<file path="config.mk">
export PLATFORM = sky130hd
export DESIGN_NAME = register_file
export DESIGN_NICKNAME = d
export VERILOG_FILES = /design/src/rtl/register_file_pkg.sv /design/src/rtl/register_file.sv
export SDC_FILE = /design/constraint.sdc
export NUM_CORES = 2
export LEC_CHECK = 0
export CAP_MARGIN = 25
export CORE_ASPECT_RATIO = 0.6
export CORE_MARGIN = 3
export CORE_UTILIZATION = 28
export DETAILED_ROUTE_END_ITERATION = 10
export GPL_ROUTABILITY_DRIVEN = 0
export SYNTH_ARGS = -nofsm -noshare
export SYNTH_HDL_FRONTEND = slang
export SYNTH_SLANG_ARGS = --single-unit
</file>
<file path="constraint.sdc">
create_clock -name clock -period 3.1 [get_ports clock]
set_input_delay 0.465 -clock clock [delete_from_list [all_inputs] [get_ports clock]]
set_output_delay 0.465 -clock clock [all_outputs]
set_load 0.03 [all_outputs]
</file>
<file path="src/rtl/register_file_pkg.sv">
// Shared register-file types and sizes, reused by decode (read indices) and writeback (write port).
package register_file_pkg;
  localparam int DATA_WIDTH = 32;
  localparam int ADDR_WIDTH = 6;
  localparam int DEPTH      = 2 ** ADDR_WIDTH;

  typedef logic [ADDR_WIDTH-1:0] reg_index_t;
  typedef logic [DATA_WIDTH-1:0] reg_word_t;
endpackage

</file>
<file path="src/rtl/register_file.sv">
// 64 x 32 general-purpose register file: two combinational read ports, one synchronous write port,
// asynchronous active-low clear of every entry.
module register_file
  import register_file_pkg::*;
(
  input  logic                  clock,
  input  logic                  reset,
  input  logic [ADDR_WIDTH-1:0] Read_Address_0,
  input  logic [ADDR_WIDTH-1:0] Read_Address_1,
  input  logic [ADDR_WIDTH-1:0] Write_Address,
  input  logic [DATA_WIDTH-1:0] Write_Data,
  input  logic                  Write_Enable,
  output logic [DATA_WIDTH-1:0] Read_Data_0,
  output logic [DATA_WIDTH-1:0] Read_Data_1
);

  reg_word_t mem [DEPTH];

  // Reset wins over a coincident write; there is no hardwired-zero entry.
  always_ff @(posedge clock or negedge reset) begin
    if (!reset) begin
      for (int i = 0; i < DEPTH; i++) begin
        mem[i] <= '0;
      end
    end else if (Write_Enable) begin
      mem[Write_Address] <= Write_Data;
    end
  end

  // No write-to-read bypass: a same-address read shows the old word until the edge.
  assign Read_Data_0 = mem[Read_Address_0];
  assign Read_Data_1 = mem[Read_Address_1];

endmodule

</file>
-- Word level (Yosys, flattened, before mapping)
Index checks and enable logic that the tools add are counted.
- output and inout port bits: 64
- word-level logic and storage cells: 81
- bits of input ports: 53
- register bits: 2048
- reduce and logical (&&, ||, !) cells: 1
- mux-type cells: 9
- $lt $le $gt $ge: 4
- bitwise gates (word level): 3
- operators with widths (operator ; number):
    2048-bit bitwise mux ; 1
    32-bit binary-select mux with 6-bit select ; 2
    32-bit demux with 6-bit select ; 1
    32-bit two-way mux ; 5
    7-bit >= comparator (second input constant) ; 3
    6-bit NOT with 7-bit output ; 3
    7-bit by 1-bit less-than comparator with 1-bit output (second input constant) ; 1
    1-bit logical AND ; 1

-- Longest topological paths before layout
- depth in word-level cells: 6
- mapped depth: 10
- depth with buffers taken out: 5

-- Worst setup path after synthesis
OpenSTA, ideal clock, no wires.
- kind: input to output
- from: input Read_Address_0[1]
- to: output Read_Data_0[0]
- data required time: 2.635 ns
- data arrival time: 2.442 ns
- stages on the path: 7
- setup slack: 0.193 ns
- path through: buf_2 buf_4 buf_2 buf_1 mux4_2 a221oi_1 a221oi_1
- cells in the longest elaborated chain, start to end: 4
- ends and longest elaborated chain (item ; line ; text):
    start: declaration ; register_file.sv:8 ; input logic [ADDR_WIDTH-1:0] Read_Address_0,
    6-bit NOT with 7-bit output (not written as such) ; register_file.sv:31 ; assign Read_Data_0 = mem[Read_Address_0];
    32-bit binary-select mux with 6-bit select ; register_file.sv:31 ;
    32-bit two-way mux (not written as such) (2 in series) ; register_file.sv:31 ;
    end: declaration ; register_file.sv:13 ; output logic [DATA_WIDTH-1:0] Read_Data_0,
Every way passes these cells. The select of a mux whose other input is x is not followed.

-- Final worst setup path
- from: register mem[677] (netlist name)
- to: output Read_Data_0[5]
- cells in the longest elaborated chain, start to end: 3
- ends and longest elaborated chain (item ; line ; text):
    start: declaration ; register_file.sv:17 ; reg_word_t mem [DEPTH];
    start signal: indexed assignment ; register_file.sv:26 ; mem[Write_Address] <= Write_Data;
    32-bit binary-select mux with 6-bit select ; register_file.sv:31 ;
    32-bit two-way mux (not written as such) (2 in series) ; register_file.sv:31 ;
Every way passes these cells. The select of a mux whose other input is x is not followed.

==> flow_metrics.env <==
export IMPL_row_count=176
export IMPL_port_buffers=116
export IMPL_seqPwrFrac_pct=44.8
export IMPL_period_share_pct=112
export IMPL_synth_common_cells="2048 x dfrtp_1, 2046 x mux2_2, 1014 x mux4_2"
export IMPL_grt_pass1_vias=76770
export IMPL_status="finished, violations left"
export IMPL_crit_chain="mux4_2 > o221ai_4 > a21oi_2 > a21oi_2 > buf_6 > a221oi_4 > buf_12"
export IMPL_synthDistinctLibCells=53
export IMPL_intPower_mw=52.6
export IMPL_power_mw=73.7
export IMPL_fin_skew_ns=0
export IMPL_sw_frac_of_total_pct=28.7
export IMPL_ys_async_sr_fraction_pct=100
export IMPL_clk_latency_ns=0.88
export IMPL_die_x_um=808
export IMPL_cp_startpoint="mem[677]"
export IMPL_routedWlPerCell_um=34.0
export IMPL_nNetsFinal=7657
export IMPL_clock_sinks=2048
export IMPL_yosysWarnings=0
export IMPL_ys_seq_elements=2048
export IMPL_vias_per_cell=5.87
export IMPL_relSlewSlack_pct=42.5
export IMPL_gr_total_overflow=0
export IMPL_n_fill_cell=35907
export IMPL_dr_pass1_iters=6
export IMPL_violations="setup timing"
export IMPL_ys_flop_type="dfrtp_1"
export IMPL_setup_ws_ns=-0.368
export IMPL_comb_power_share_pct=21.7
export IMPL_drive_gt1_share_pct=65.5
export IMPL_cts_tree="yes"
export IMPL_largest_reg_flops=2048
export IMPL_critPathKind="reg2out"
export IMPL_design_area_sq_um=136000
export IMPL_regArea_sq_um=51200
export IMPL_ant_nets=0
export IMPL_clock_path_buffers=4
export IMPL_fmaxAchievable_mhz=288
export IMPL_setup_viol=45
export IMPL_crit_path_end_kind="primary output"
export IMPL_design_core_area_sq_um=384000
export IMPL_hpwl_mm=301
export IMPL_synthCells=6932
export IMPL_die_area_sq_um=394000
export IMPL_cpPeakStageDelay_ns=0.62
export IMPL_ctsHtreeMaxLevel=4
export IMPL_synth_top_area_cell="dfrtp_1"
export IMPL_grt_max_degree=131
export IMPL_grt_pass1_wl_mm=614
export IMPL_max_vdd_ir_drop_mv=0.417
export IMPL_grt_usage_pct=21.7
export IMPL_power_per_cell_area_nw_per_um2=543
export IMPL_cts_root_buf="clkbuf_16"
export IMPL_top_register="mem"
export IMPL_slowest_stage="mux4_2"
export IMPL_die_y_um=487
export IMPL_antenna_found_initial=33
export IMPL_hold_start="Write_Data[31]"
export IMPL_drc_errors=0
export IMPL_hold_path_class="in2reg"
export IMPL_synth_net_count=6985
export IMPL_cpMostUsedCell="a21oi_2"
export IMPL_finalHoldViolCount=0
export IMPL_r2r_start="mem[677]"
export IMPL_rsz0062_at_grt="true"
export IMPL_vias=75831
export IMPL_areaGrowthSynthToFinish_pct=25.7
export IMPL_crit_arrival_ns=3.00
export IMPL_yosysTopAreaCellShare_pct=47.4
export IMPL_fin_crit_ns=3.47
export IMPL_yosysMostFrequentCell="dfrtp_1"
export IMPL_wirelength_mm=439
export IMPL_drt_initial_drc_count=9518
export IMPL_ys_seq_area_share_pct=47.4
export IMPL_synth_edff_count=0
export IMPL_ys_top_cells_by_area="dfrtp_1 47%, mux2_2 21%, mux4_2 21%, clkbuf_1 1.2%, o22ai_1 1.1%"
export IMPL_start_kind="flip-flop"
export IMPL_dpl_instance_area_sq_um=124000
export IMPL_cap_viol_max_count=0
export IMPL_crit_fanout=2
export IMPL_p_leak_nw=58.4
export IMPL_worst_slew_pin_slew_ns=0.862
export IMPL_p_sw_mw=21.1
export IMPL_crit_required_ns=2.63
export IMPL_multiInputGateArea_sq_um=57100
export IMPL_clock_power_share_pct=33.5
export IMPL_reg_top3="mem (2048)"
export IMPL_cts_made_buffers=190
export IMPL_io_pins=117
export IMPL_slew_viol_final=0
export IMPL_clk_pin_slew_worst_paths_ns=0.07
export IMPL_start_util_pct=28.2
export IMPL_syn_area_sq_um=108000
export IMPL_syn_area_per_cell_sq_um=15.6
==> per-layer routing <==
| layer | GRT usage [%] | share of wire [%] | vias up | wire (um) |
|---|---|---|---|---|
| met5 | 0.0243 | 0.018 | - | 79 |
| met1 | 30.8 | 42 | 41513 | 183000 |
| met3 | 9.93 | 15 | 833 | 64600 |
| met2 | 29.2 | 40 | 4832 | 176000 |
| li1 | - | - | 28645 | - |
| met4 | 6.63 | 3.5 | 8 | 15200 |
==> stage by stage <==
stage	setup TNS, ns	setup slack, ns	hold WS (ns)	util, %	std cells
2_1_floorplan	0	0.193	0.169	-	6932
3_5_place_dp	-23.65	-0.848	0.414	32.3	12448
6_report	-3.45	-0.368	0.00194	35.4	12913
3_3_place_gp	-24.66	-0.883	0.406	32.3	12446
4_1_cts	-5.47	-0.338	0.0449	35.1	12845
5_1_grt	-6.49	-0.402	0.00302	35.4	12910
==> critical path: cells and delay by family (launching register included) <==
kind	cells	cell delay, ns
AOI/OAI and AO/OA	4	0.75
buffers and inverters	2	0.35
DFF	1	0.39
muxes	1	0.62
==> cell type report <==
cell class,count,area share (%)
Multi-Input combinational cell,4109,42.1
Sequential cell,2048,37.7
Timing Repair Buffer,1252,10.9
Tap cell,5162,4.75
Clock buffer,270,4.05
Clock inverter,63,0.504
Antenna cell,6,0.0110
Inverter,3,0.00829
==> logic make-up after synthesis <==
logic type             Yosys count  synth area share (%)
muxes                         3201                  43.8
and+or+nand+nor                344                  1.62
AOI/OAI and AO/OA              564                  3.80
DFF                           2048                  47.4
buffers and inverters          775                  3.38
==> what timing repair did <==
action,4_1_cts,5_1_grt
hold buffers,1,8
gates resized for setup,651,101
endpoints found under the setup margin,64,63
endpoints found under the hold margin,103,30
gates cloned,13,5
pin swaps,173,56
setup buffers,111,38
==> power by group through the flow <==
| stage | clock network [mW] | registers (mW) | logic, mW |
|---|---|---|---|
| after global routing | 26.1 | 33.4 | 16.8 |
| final | 24.7 | 33.0 | 16.0 |
| after CTS | 25.0 | 32.9 | 15.6 |
| after floorplan | 0 | 32.3 | 9.18 |
| after global placement | 0 | 33.0 | 13.9 |
| after detailed placement | 0 | 33.4 | 14.2 |
==> path summary, 6_finish.rpt <==
check / endpoint / slack (ns) / depth (start not counted)
worst min-delay path: mem[1023] / 0.002 / 2
worst max register to register: mem[677] / 2.08 / 3
worst max-delay path: Read_Data_0[5] / -0.37 / 7
worst min register to register: mem[1571] / 0.51 / 1
max in group asynchronous: mem[1860] / 1.52 / 3
min in group asynchronous: mem[451] / 0.14 / 2
==> cells in the final DEF (no fill, tap or decap), types with 16 or more instances in the layout <==
| cell type | Yosys | routed |
|---|---|---|
| nor2_1 | 89 | 24 |
| clkbuf_1 | 349 | 38 |
| a22oi_1 | 43 | 28 |
| dfrtp_1 | 2048 | 2048 |
| buf_12 | 0 | 340 |
| o22ai_4 | 0 | 19 |
| mux2_1 | 53 | 53 |
| a21oi_2 | 0 | 25 |
| mux2i_1 | 88 | 67 |
| o22ai_2 | 0 | 64 |
| o22ai_1 | 189 | 106 |
| a221oi_4 | 0 | 46 |
| o221ai_1 | 54 | 31 |
| mux2_2 | 2046 | 2032 |
| o221ai_2 | 0 | 16 |
| nand2b_1 | 20 | 18 |
| a221oi_2 | 0 | 37 |
| buf_2 | 219 | 35 |
| nor3_1 | 37 | 21 |
| clkbuf_8 | 0 | 39 |
| clkbuf_16 | 0 | 198 |
| buf_16 | 0 | 33 |
| buf_4 | 78 | 727 |
| buf_6 | 21 | 83 |
| nand2_2 | 0 | 22 |
| clkinv_2 | 0 | 40 |
| a211oi_2 | 0 | 20 |
| a22o_1 | 56 | 56 |
| mux4_2 | 1014 | 1014 |
| nor2_4 | 0 | 56 |
| nand2_1 | 54 | 30 |
| nand3_1 | 28 | 25 |
| nor2b_1 | 51 | 35 |
(Power assumes the default switching activity.)
